$ cat src/rtl/pipe_stage_reg.sv
// -----------------------------------------------------------------------------
// pipe_stage_reg
//
// Generic pipeline stage register for the pipelined RISC-V core. Carries an
// opaque packed payload between stages with a valid/ready handshake, stall
// back-pressure, synchronous flush and a saturating stall-cycle counter.
//
// Build option:
//   PIPE_STAGE_SKID_EN  defined   -> skid register S present, in_ready is a
//                                    flop output, capacity 2 instructions.
//                       undefined -> no skid register, in_ready depends
//                                    combinationally on out_ready, capacity 1.
//
// Parameters:
//   DATA_W         payload width in bits
//   ZERO_ON_FLUSH  1: flush and reset zero payload registers;
//                  0: flush clears only the valid bits
//   CNT_W          stall counter width
//
// Ports:
//   clk        in   clock, rising edge
//   reset      in   asynchronous, active-high reset
//   flush      in   synchronous kill of all held instructions
//   in_valid   in   upstream presents an instruction
//   in_ready   out  stage accepts an instruction this cycle
//   in_data    in   upstream payload
//   out_valid  out  stage holds a valid instruction
//   out_ready  in   downstream accepts this cycle
//   out_data   out  held payload (registered)
//   stall_cnt  out  saturating count of out_valid && !out_ready cycles
//   stall_clr  in   synchronous clear of stall_cnt (wins over increment)
// -----------------------------------------------------------------------------
module pipe_stage_reg #(
    parameter int unsigned DATA_W        = 160,
    parameter bit          ZERO_ON_FLUSH = 1'b1,
    parameter int unsigned CNT_W         = 16
) (
    input  logic              clk,
    input  logic              reset,
    input  logic              flush,
    input  logic              in_valid,
    output logic              in_ready,
    input  logic [DATA_W-1:0] in_data,
    output logic              out_valid,
    input  logic              out_ready,
    output logic [DATA_W-1:0] out_data,
    output logic [CNT_W-1:0]  stall_cnt,
    input  logic              stall_clr
);

    // Main register M
    logic              mv_q, mv_d;
    logic [DATA_W-1:0] md_q, md_d;

    // Stall counter
    logic [CNT_W-1:0]  cnt_q, cnt_d;

    logic              m_free;
    logic              xfer_in;

    // M can take a new instruction when empty or when its content leaves now.
    assign m_free  = !mv_q || out_ready;
    assign xfer_in = in_valid && in_ready;

`ifdef PIPE_STAGE_SKID_EN

    // Skid register S and registered ready
    logic              sv_q, sv_d;
    logic [DATA_W-1:0] sd_q, sd_d;
    logic              rdy_q, rdy_d;

    assign in_ready = rdy_q;

    always_comb begin
        mv_d = mv_q;
        md_d = md_q;
        sv_d = sv_q;
        sd_d = sd_q;

        if (m_free) begin
            if (sv_q) begin
                // S is older than anything on the input: drain it first.
                mv_d = 1'b1;
                md_d = sd_q;
                if (xfer_in) begin
                    sv_d = 1'b1;
                    sd_d = in_data;
                end else begin
                    sv_d = 1'b0;
                end
            end else begin
                mv_d = in_valid;
                md_d = in_data;
                sv_d = 1'b0;
            end
        end else if (xfer_in) begin
            // M blocked: park the accepted instruction in S.
            sv_d = 1'b1;
            sd_d = in_data;
        end

        // Flush wins over every same-cycle transfer; a transfer out still
        // completes since downstream sampled it this cycle.
        if (flush) begin
            mv_d = 1'b0;
            sv_d = 1'b0;
            if (ZERO_ON_FLUSH) begin
                md_d = '0;
                sd_d = '0;
            end
        end

        // Ready is simply "S will be empty next cycle", held in a flop so
        // back-pressure never forms a combinational path through the stage.
        rdy_d = !sv_d;
    end

    always_ff @(posedge clk or posedge reset) begin
        if (reset) begin
            sv_q  <= 1'b0;
            sd_q  <= '0;
            rdy_q <= 1'b1;
        end else begin
            sv_q  <= sv_d;
            sd_q  <= sd_d;
            rdy_q <= rdy_d;
        end
    end

`else

    assign in_ready = m_free;

    always_comb begin
        mv_d = mv_q;
        md_d = md_q;

        if (in_ready) begin
            mv_d = in_valid;
            md_d = in_data;
        end

        if (flush) begin
            mv_d = 1'b0;
            if (ZERO_ON_FLUSH) begin
                md_d = '0;
            end
        end
    end

`endif

    always_ff @(posedge clk or posedge reset) begin
        if (reset) begin
            mv_q <= 1'b0;
            md_q <= '0;
        end else begin
            mv_q <= mv_d;
            md_q <= md_d;
        end
    end

    // Stall counter: clear beats increment; saturates at all-ones.
    always_comb begin
        cnt_d = cnt_q;
        if (stall_clr) begin
            cnt_d = '0;
        end else if (mv_q && !out_ready && (cnt_q != '1)) begin
            cnt_d = cnt_q + CNT_W'(1);
        end
    end

    always_ff @(posedge clk or posedge reset) begin
        if (reset) begin
            cnt_q <= '0;
        end else begin
            cnt_q <= cnt_d;
        end
    end

    assign out_valid = mv_q;
    assign out_data  = md_q;
    assign stall_cnt = cnt_q;

endmodule

$ cat config.mk
export PLATFORM = sky130hd
export DESIGN_NAME = pipe_stage_reg
export DESIGN_NICKNAME = d
export VERILOG_FILES = /design/src/rtl/pipe_stage_reg.sv
export SDC_FILE = /design/constraint.sdc
export NUM_CORES = 1
export LEC_CHECK = 0
export BUFFER_PORTS_ARGS = -buffer_cell sky130_fd_sc_hd__buf_2
export CAP_MARGIN = 20
export CORE_AREA = 5 5 130 132
export DETAILED_ROUTE_END_ITERATION = 6
export DIE_AREA = 0 0 135 137
export PLACE_DENSITY_LB_ADDON = 0.12
export SETUP_SLACK_MARGIN = 0.1
export SYNTH_ARGS = -nofsm -noshare
export SYNTH_HDL_FRONTEND = slang
export SYNTH_SLANG_ARGS = --single-unit
$ cat constraint.sdc
create_clock -name clk -period 12.92 [get_ports clk]
set_input_delay 2.584 -clock clk [delete_from_list [all_inputs] [get_ports clk]]
set_output_delay 2.584 -clock clk [all_outputs]
set_load 0.02 [all_outputs]
Yosys cells after proc, flatten, opt, wreduce, memory -nomap -nowiden:

Index checks and enable logic that the tools add are counted.
W data, S select, Z words.

* flip-flop bits (word level): 177
* input bits: 166
* output and inout bits: 178

* $add $sub $neg: 1
* equality and inequality tests: 1
* mux-type cells: 6
* reduce and logical (&&, ||, !) cells: 7

Operator list (count)
* $mux W160: 2
* $mux W16: 2
* $add A16 B1 Y16 const B: 1
* $ne A16 B16 Y1 const B: 1
* $reduce_bool A2 Y1: 2
* $logic_and A1 B1 Y1: 2
* $logic_not A1 Y1: 2
* $mux W1: 2
* $logic_or A1 B1 Y1: 1

Longest topological paths before layout:

Gate-level depths: netlist (run 1).

* depth after elaboration: 5
* gate-level depth with buffers: 8
* mapped depth without buffers: 5

Worst setup path before layout (run 1):

OpenSTA, ideal clock, no wires.

* path kind: input-to-output
* start: input port out_ready
* end: output port in_ready
* arrival: 3504 ps
* required time: 10336 ps
* slack: 6832 ps
* stages: 5
* buffers on the path: 3
* path through: nor2b_1 clkbuf_1 inv_1 clkbuf_1 clkbuf_1

* longest elaborated chain between the ends: 1

Ends and longest elaborated chain
* from (decl): RTL line 45 `input logic out_ready,`
* $logic_or A1 B1 Y1: RTL line 62 `assign m_free = !mv_q || out_ready;`
* to (decl): RTL line 42 `output logic in_ready,`

No other way between the ends.

Worst setup path in the final report (run 1):

Same ends and word-level chain as after synthesis.

==> flow_metrics.tcl, run 1 <==
set metrics [dict create \
    run_status "finished clean" \
    synth_common_cells "nand2_1 (329), dfrtp_1 (177), a21oi_1 (166), clkbuf_1 (47), buf_2 (10)" \
    holdBufCountCts 0 \
    synth_edf_count 0 \
    postRouteAntennaNets 0 \
    synth_nets 971 \
    hp-start "out_data[62]" \
    drtIter0Drc 406 \
    fin_area_mm2 0.00959 \
    maxCapViolations 0 \
    clk_pin_slew_worst_paths_ps 60 \
    worstPathRequired_ps 10340 \
    synth_area_mm2 0.00723 \
    worstPathArrival_ps 4230 \
    cts_buffers 17 \
    setup-tns-final_ps 0 \
    hp-class "flip-flop to flip-flop" \
    synth.most_common_cell "nand2_1" \
    place_ws_ps 6090 \
    synthToLayoutAreaGrowth_pct 32.6 \
    reg2reg_from "out_valid" \
    yosysSeqAreaShare 0.613 \
    drive_gt1_frac 0.343 \
    htree_levels 4 \
    cts_max_path_buffers 2 \
    grt_pass1_vias 6655 \
    dpl.hpwl_mm 15.2 \
    dieHeight_um 137 \
    slowest_delay_ps 610 \
    die_area_mm2 0.0185 \
    avgViaCountPerCell 5.00 \
    grt_pass1_wl_mm 34.3 \
    cts_sinks 177 \
    postSynthCellCount 804 \
    r2r_cells 6 \
    reg2reg_slack_ps 10010 \
    slowest_stage "buf_4" \
    crit_type "primary input to output port" \
    clock_latency_ps 420 \
    finish.utilization 0.615 \
    fin_ws_ps 6110 \
    antenna_found_initial 1 \
    synth_flop_cell "dfrtp_1" \
    hold_viol_final 0 \
    globalRouteOverflowTotal 0 \
    wl_per_cell_um 16.5 \
    io_pins 344 \
    rows 46 \
    dr.pass1.iters 7 \
    fin_nets 1277 \
    vias 6687 \
    tightest_slew_ps 1020 \
    track_usage 0.235 \
    cts_setup_buffers 0 \
    core_area_mm2 0.0156 \
    cellLeakagePower_nw 5.18 \
    startpoint "out_ready" \
    async_flop_share 1.00 \
    synth_top_area_frac 0.613 \
    post_cts_resized 0 \
    syn_area_per_cell_um2 8.99 \
    timing.rr.end "out_data[67]" \
    ys_seq_elements 177 \
    drc_errors 0 \
    cp-endpoint "in_ready" \
    initial_core_util 0.464 \
    finalClockSkew_ps 5.72 \
    startpoint_type "primary input" \
    crit_chain "buf_2 -> nor2b_4 -> buf_4 -> inv_4 -> buf_2" \
    rsz0062_at_grt "false" \
    postRouteWirelength_mm 22.1 \
    gp_congestion 0.781 \
    synth.distinct_cells 38 \
    postPlaceCellArea_mm2 0.00903 \
    maxSlewHeadroom 0.317 \
    period_share 0.527 \
    finalSetupViolCount 0 \
    root_buffer "clkbuf_16" \
    grt_max_degree 105 \
    synth_warnings 0 \
    fin_crit_ps 6810 \
    fp.dieW_um 135 \
    ys_top_cells_by_area "dfrtp_1 (61%), nand2_1 (17%), a21oi_1 (11%), clkbuf_1 (2.4%), buf_2 (0.69%)" \
    cts_tree "built" \
    fmax_mhz 147 \
    drv_slew 0 \
    crit_path_frequent_cell "buf_2" \
    port_buffers 343 \
    powerDensity_mw_per_mm2 132 \
    worstSetupEndpointType "output port" \
    cp_max_fo 76 \
    synth_area_leader_cell "dfrtp_1" \
    peakVddDrop_uv 82.1 \
]
-- per-layer routing --
layer  global-route usage  share of wire  up-vias
li1                     -              -     3251
met1                0.272           0.38     3146
met2                0.401           0.51      250
met3               0.0864          0.094       40
met4               0.0913          0.025        0
met5                    0              0        -
-- logic make-up (layout without fill, tap and decap cells) --
| family | count (synthesis) | after routing | share of synthesized area |
|---|---|---|---|
| AOI/OAI and AO/OA | 182 | 182 | 0.132 |
| muxes | 4 | 4 | 0.00588 |
| adders and majority gates | 1 | 1 | 0.00173 |
| and+or+nand+nor | 374 | 374 | 0.212 |
| buffers and inverters | 66 | 383 | 0.0360 |
| DFF | 177 | 177 | 0.613 |
| other | 0 | 1 | 0 |
-- state kept, by name, summed over array words and instances (netlist names) --
signal / flops
out_data: 160
stall_cnt: 16
out_valid: 1
-- stage by stage --
step	total power [mW]	cells	hold slack, ps
global placement	0.788	1307	502
finish	1.27	1338	513
detailed placement	0.789	1307	508
global route	1.32	1338	530
CTS	1.28	1337	516
floorplan	0.711	804	610
-- how the worst min path moves through the flow --
| stage | endpoint | slack (ps) | depth (start not counted) |
|---|---|---|---|
| after global routing | out_data[116] | 530 | 2 |
| after CTS | out_data[76] | 520 | 2 |
| after floorplan | out_data[0] | 610 | 2 |
| after global placement | out_data[12] | 500 | 2 |
| final | out_data[62] | 510 | 2 |
| after detailed placement | out_data[116] | 510 | 2 |
-- area by class of cell --
class | count | area [um^2]
inverters | 5 | 26.3
well taps | 216 | 270
diodes | 1 | 2.50
clock inverters | 8 | 82.6
fillers | 1446 | 6010
multi-input cells | 561 | 2550
flip-flops and latches | 177 | 4430
clock buffers | 22 | 474
repair buffers | 348 | 1760
-- power by group --
part	switching (mW)	total, mW	internal (mW)
logic	0.117	0.176	0.0589
clock network	0.212	0.491	0.279
registers	0.0160	0.601	0.585
total	0.345	1.27	0.923
-- worst max-delay path: cells and delay by family --
| family | cells | cell delay (ps) |
|---|---|---|
| and+or+nand+nor | 1 | 90 |
| buffers and inverters | 4 | 1490 |
-- placed cells by master, fill, tap and decap left out, types with 2 or more instances in the layout --
cell | synthesis | final
or4_1 | 5 | 5
mux2_2 | 2 | 2
dfrtp_1 | 177 | 177
clkbuf_1 | 47 | 2
buf_2 | 10 | 342
nor2b_1 | 5 | 4
or3_1 | 2 | 2
clkinv_4 | 0 | 4
a31oi_1 | 2 | 2
nand2_1 | 329 | 329
o31ai_1 | 3 | 3
buf_4 | 0 | 6
clkbuf_8 | 0 | 3
inv_1 | 5 | 3
nand4_1 | 3 | 3
a41oi_1 | 2 | 2
clkinv_2 | 0 | 2
o41ai_1 | 2 | 2
a311oi_1 | 2 | 2
a21oi_1 | 166 | 166
clkbuf_16 | 0 | 17
nor3_1 | 6 | 6
nor2_1 | 6 | 6
mux2i_1 | 2 | 2
nand3_1 | 6 | 6
nor3b_1 | 2 | 2
No activity file was read; power rests on OpenSTA's default activity.
==> run 2: changes to the inputs <==
Settings changed: ABC_AREA set to 1, CORE_AREA 5 5 130 132 to unset, CORE_MARGIN set to 5, CORE_UTILIZATION set to 42, DIE_AREA 0 0 135 137 to unset.
Clock period 12.92 ns to 6 ns, I/O delays scaled along.
==> run 2 against run 1 <==
  * Sequential share of layout area shrank 1.1 points
  * Area after synthesis rose by 3.0%
  * Clock power grew 120%
  * Synthesized cell count up 6.3%
  * Cell count grew 4.6%
  * Setup slack worse by 3500 ps
  * Sequential power up 120%
  * Worst hold slack worse by 13 ps
  * Flip-flop and latch count did not move
  * Power rose by 120%
  * Non-clock buffer count unchanged
  * Clock skew grew 3.1 ps
  * Critical path type unchanged
  * Critical endpoint unchanged
==> flow_metrics.tcl, run 2 <==
set metrics [dict create \
    dpl.hpwl_mm 15.4 \
    cts_sinks 177 \
    cellLeakagePower_nw 5.25 \
    p_comb_frac 0.139 \
    period_share 0.568 \
    nFillCells 1678 \
    port_buffers 343 \
    clock_latency_ps 420 \
    finalSetupViolCount 0 \
    postRouteWirelength_mm 22.3 \
    postPlaceCellArea_mm2 0.00924 \
    async_flop_share 1.00 \
    cts_setup_buffers 0 \
    rsz0062_at_grt "false" \
    grt_pass1_wl_mm 34.6 \
    synth_nets 1022 \
    synth_common_cells "dfrtp_1 (177), o21ai_0 (166), nor2_1 (159), nand2_1 (143), nand3_1 (103)" \
    finish.utilization 0.566 \
    intPower_mw 1.97 \
    yosysSeqAreaShare 0.595 \
    dr.pass1.iters 4 \
    power_switching_mw 0.800 \
    peakVddDrop_uv 190 \
    seqPwrFrac 0.470 \
    synthToLayoutAreaGrowth_pct 31.8 \
    post_cts_resized 0 \
    cts_tree "built" \
    synth_flop_cell "dfrtp_1" \
    ys_top_cells_by_area "dfrtp_1 (59%), o21ai_0 (11%), nor2_1 (8.0%), nand2_1 (7.2%), nand3_1 (6.9%)" \
    postRouteAntennaNets 0 \
    fin_area_mm2 0.00982 \
    maxCapViolations 0 \
    io_pins 344 \
    rows 48 \
    die_area_mm2 0.0205 \
    postSynthCellCount 855 \
    grt_max_degree 178 \
    worstPathArrival_ps 2210 \
    gp_congestion 0.835 \
    ys_seq_elements 177 \
    drc_errors 0 \
    syn_area_per_cell_um2 8.71 \
    core_area_mm2 0.0174 \
    layout_common_cells "buf_2 (343), dfrtp_1 (177), o21ai_0 (166)" \
    drtIter0Drc 392 \
    wl_per_cell_um 16.0 \
    cts_buffers 17 \
    fmax_mhz 293 \
    initial_core_util 0.429 \
    track_usage 0.213 \
    worstSetupEndpointType "output port" \
    maxSlewHeadroom 0.260 \
    synth_area_mm2 0.00745 \
    run_status "finished clean" \
    worstPathRequired_ps 4800 \
    finalClockSkew_ps 8.79 \
    drv_slew 0 \
    drive_gt1_frac 0.334 \
    layout_commonest_cell "buf_2" \
    synth_edf_count 0 \
    clk_pin_slew_worst_paths_ps 70 \
    fp.dieW_um 143 \
    synth_top_area_frac 0.595 \
    hp-class "flip-flop to flip-flop" \
    cts_max_path_buffers 2 \
    htree_levels 4 \
    synth_area_leader_cell "dfrtp_1" \
    multi_input_area_mm2 0.00268 \
    p_total_mw 2.77 \
    dieHeight_um 143 \
    setup-tns-final_ps 0 \
    startpoint_type "primary input" \
    vias 6874 \
    crit_type "primary input to output port" \
    synth.most_common_cell "dfrtp_1" \
    synth.distinct_cells 21 \
    tightest_slew_ps 1110 \
    cp_max_fo 73 \
    fin_crit_ps 3410 \
    antenna_found_initial 6 \
    synth_warnings 0 \
    regArea_mm2 0.00443 \
    clockPowerShare 0.391 \
    root_buffer "clkbuf_16" \
    fin_nets 1325 \
    powerDensity_mw_per_mm2 283 \
    grt_pass1_vias 6548 \
    avgViaCountPerCell 4.91 \
    globalRouteOverflowTotal 0 \
    hold_viol_final 0 \
    swShare 0.288 \
    holdBufCountCts 0 \
    largest_reg_flops 160 \
]
==> run 2: cell families after synthesis <==
group,after synthesis,synth area share
simple gates,421,0.237
flops,177,0.595
compound gates,171,0.117
buf+inv,81,0.0455
xor+xnor,4,0.00470
fa+ha+maj,1,0.00168
==> run 2: per-stage QoR <==
| stage | instances | worst slack [ps] | hold slack [ps] |
|---|---|---|---|
| detailed placement | 1364 | 2300 | 493 |
| floorplan | 855 | 2530 | 618 |
| global route | 1399 | 2450 | 520 |
| global placement | 1364 | 2340 | 485 |
| finish | 1399 | 2590 | 500 |
| CTS | 1396 | 2570 | 508 |
==> run 2: area by class of cell <==
cell class                      instances  share of cell area
Sequential cell                       177               0.451
Clock buffer                           17              0.0433
Timing Repair Buffer                  348               0.180
Multi-Input combinational cell        597               0.273
Antenna cell                            3            0.000765
Inverter                               17             0.00790
Tap cell                              225              0.0287
Clock inverter                         15              0.0150
==> run 2: routing by layer <==
metal	vias to the layer above	GRT usage	wire length (um)
li1	3430	-	-
met1	3113	0.273	9070
met2	280	0.335	10500
met3	47	0.0670	2060
met4	4	0.0915	626
met5	-	0	21
==> run 2: final timing paths <==
check                        startpoint            end  slack, ps  cells past startpoint
setup / recovery              out_ready       in_ready       2590                      4
hold / removal             out_data[70]   out_data[70]        500                      2
setup reg to reg              out_valid   out_data[49]       3150                      5
hold reg to reg            out_data[70]   out_data[70]        500                      2
max in group asynchronous         reset    out_data[1]       4160                      3
min in group asynchronous         reset  stall_cnt[10]        990                      3
==> run 2: worst max-delay path, stage by stage <==
cell	delay [ps]
buf_2	100
nor2_4	50
inv_4	530
buf_2	300
==> run 2: power groups by stage <==
stage	clock network, mW	logic (mW)	registers (mW)
2_1_floorplan	0	0.130	1.41
3_3_place_gp	0	0.390	1.32
3_5_place_dp	0	0.393	1.32
4_1_cts	1.11	0.393	1.30
5_1_grt	1.17	0.427	1.31
6_report	1.08	0.387	1.30
==> run 3: changes to the inputs <==
Settings changed: CORE_UTILIZATION 42 to 47.
Clock period 6 ns to 3.3 ns, I/O delays scaled along.
==> run 3 against run 2 <==
  * Critical path depth stayed put
  * Non-clock buffer count increased by 6
  * Sequential share of layout area shrank 0.63 points
==> flow_metrics.tcl, run 3 (synthesis gave the netlist of run 2 again) <==
set metrics [dict create \
    run_status "finished clean" \
    cts_setup_buffers 0 \
    hp-class "primary input to asynchronous set/reset pin" \
    postRouteAntennaNets 0 \
    core_area_mm2 0.0157 \
    synthToLayoutAreaGrowth_pct 33.6 \
    rows 46 \
    fin_crit_ps 2480 \
    seqPwrFrac 0.454 \
    clk_pin_slew_worst_paths_ps 70 \
    dieHeight_um 136 \
    fp.dieW_um 136 \
    hold_viol_final 0 \
    rsz0062_at_grt "false" \
    cts_max_path_buffers 2 \
    finalSetupViolCount 0 \
    die_area_mm2 0.0185 \
    avgViaCountPerCell 4.94 \
    holdBufCountCts 0 \
    fin_nets 1331 \
    tightest_slew_ps 950 \
    drv_slew 0 \
    vias 6891 \
    clock_latency_ps 420 \
    wl_per_cell_um 16.0 \
    drtIter0Drc 366 \
    clockPowerShare 0.408 \
    worstSetupEndpointType "output port" \
    slowest_stage "inv_4" \
    dr.pass1.iters 7 \
    crit_chain "inv_1 -> nor2_4 -> inv_4 -> buf_2" \
    slowest_delay_ps 540 \
    layout_common_cells "buf_2 (343), dfrtp_1 (177), o21ai_0 (166)" \
    grt_pass1_vias 6417 \
    grt_max_degree 252 \
    io_pins 344 \
    timing.rr.end "stall_cnt[2]" \
    postRouteWirelength_mm 22.3 \
    fmax_mhz 404 \
    maxSlewHeadroom 0.367 \
    p_total_mw 5.21 \
    reg2reg_from "stall_cnt[1]" \
    cp_max_fo 73 \
    powerDensity_mw_per_mm2 523 \
    grt_pass1_wl_mm 34.1 \
    maxCapViolations 0 \
    htree_levels 4 \
    drc_errors 0 \
    finalClockSkew_ps 10.8 \
    worstPathRequired_ps 2640 \
    worstPathBufferInverterCount 3 \
    post_cts_resized 0 \
    globalRouteOverflowTotal 0 \
    peakVddDrop_uv 340 \
    intPower_mw 3.83 \
    reg2reg_slack_ps 1350 \
    initial_core_util 0.474 \
    p_comb_frac 0.138 \
    layout_commonest_cell "buf_2" \
    period_share 0.750 \
    crit_type "flip-flop to output port" \
    cts_buffers 17 \
    track_usage 0.236 \
    dpl.hpwl_mm 15.7 \
    drive_gt1_frac 0.336 \
    power_switching_mw 1.38 \
    cts_tree "built" \
    cts_sinks 177 \
    port_buffers 343 \
    gp_congestion 0.798 \
    swShare 0.265 \
    worstPathArrival_ps 1820 \
    startpoint_type "flip-flop" \
    critical-path-top-delay-family "buffers and inverters" \
    largest_reg_flops 160 \
    root_buffer "clkbuf_16" \
    setup-tns-final_ps 0 \
    r2r_cells 8 \
    cellLeakagePower_nw 5.31 \
    antenna_found_initial 2 \
]
[run 3: layout make-up]
class,instances,area (um^2)
clock buffer,20,447
timing repair buffer,354,1860
antenna,3,7.51
multi-input combinational,597,2680
sequential,177,4430
fill,1412,5760
clock inverter,12,181
inverter,17,77.6
tap,216,270
[run 3: worst max path at each step]
stage	slack, ps	endpoint	cells past startpoint	start
after floorplan	370	out_data[0]	1	reset
after global placement	950	in_ready	4	out_ready
after detailed placement	950	in_ready	4	out_ready
after CTS	780	in_ready	4	out_valid
after global routing	690	in_ready	4	out_valid
final	820	in_ready	4	out_valid
[run 3: power by group through the flow]
stage | Sequential, mW | Clock, mW | Combinational (mW)
after floorplan | 2.57 | 0 | 0.236
after global placement | 2.40 | 0 | 0.723
after detailed placement | 2.40 | 0 | 0.730
after CTS | 2.37 | 2.17 | 0.731
after global routing | 2.38 | 2.26 | 0.791
final | 2.37 | 2.12 | 0.720
[run 3: per-layer routing]
metal,vias up,wire length [um],GRT usage,share of wire
met5,-,0,0,0
met1,3168,8910,0.292,0.40
met2,254,10800,0.384,0.49
li1,3439,-,-,-
met3,30,2030,0.0833,0.091
met4,0,493,0.0873,0.022
[run 3: stage by stage]
| stage | util | instance area [um^2] | hold WS (ps) | setup WS, ps | cells |
|---|---|---|---|---|---|
| 6_report | 0.634 | 9960 | 390 | 825 | 1396 |
| 5_1_grt | 0.633 | 9950 | 427 | 687 | 1395 |
| 4_1_cts | 0.633 | 9950 | 398 | 781 | 1393 |
| 3_5_place_dp | 0.593 | 9320 | 495 | 955 | 1361 |
| 3_3_place_gp | 0.593 | 9320 | 487 | 952 | 1361 |
| 2_1_floorplan | - | 7450 | 618 | 373 | 855 |
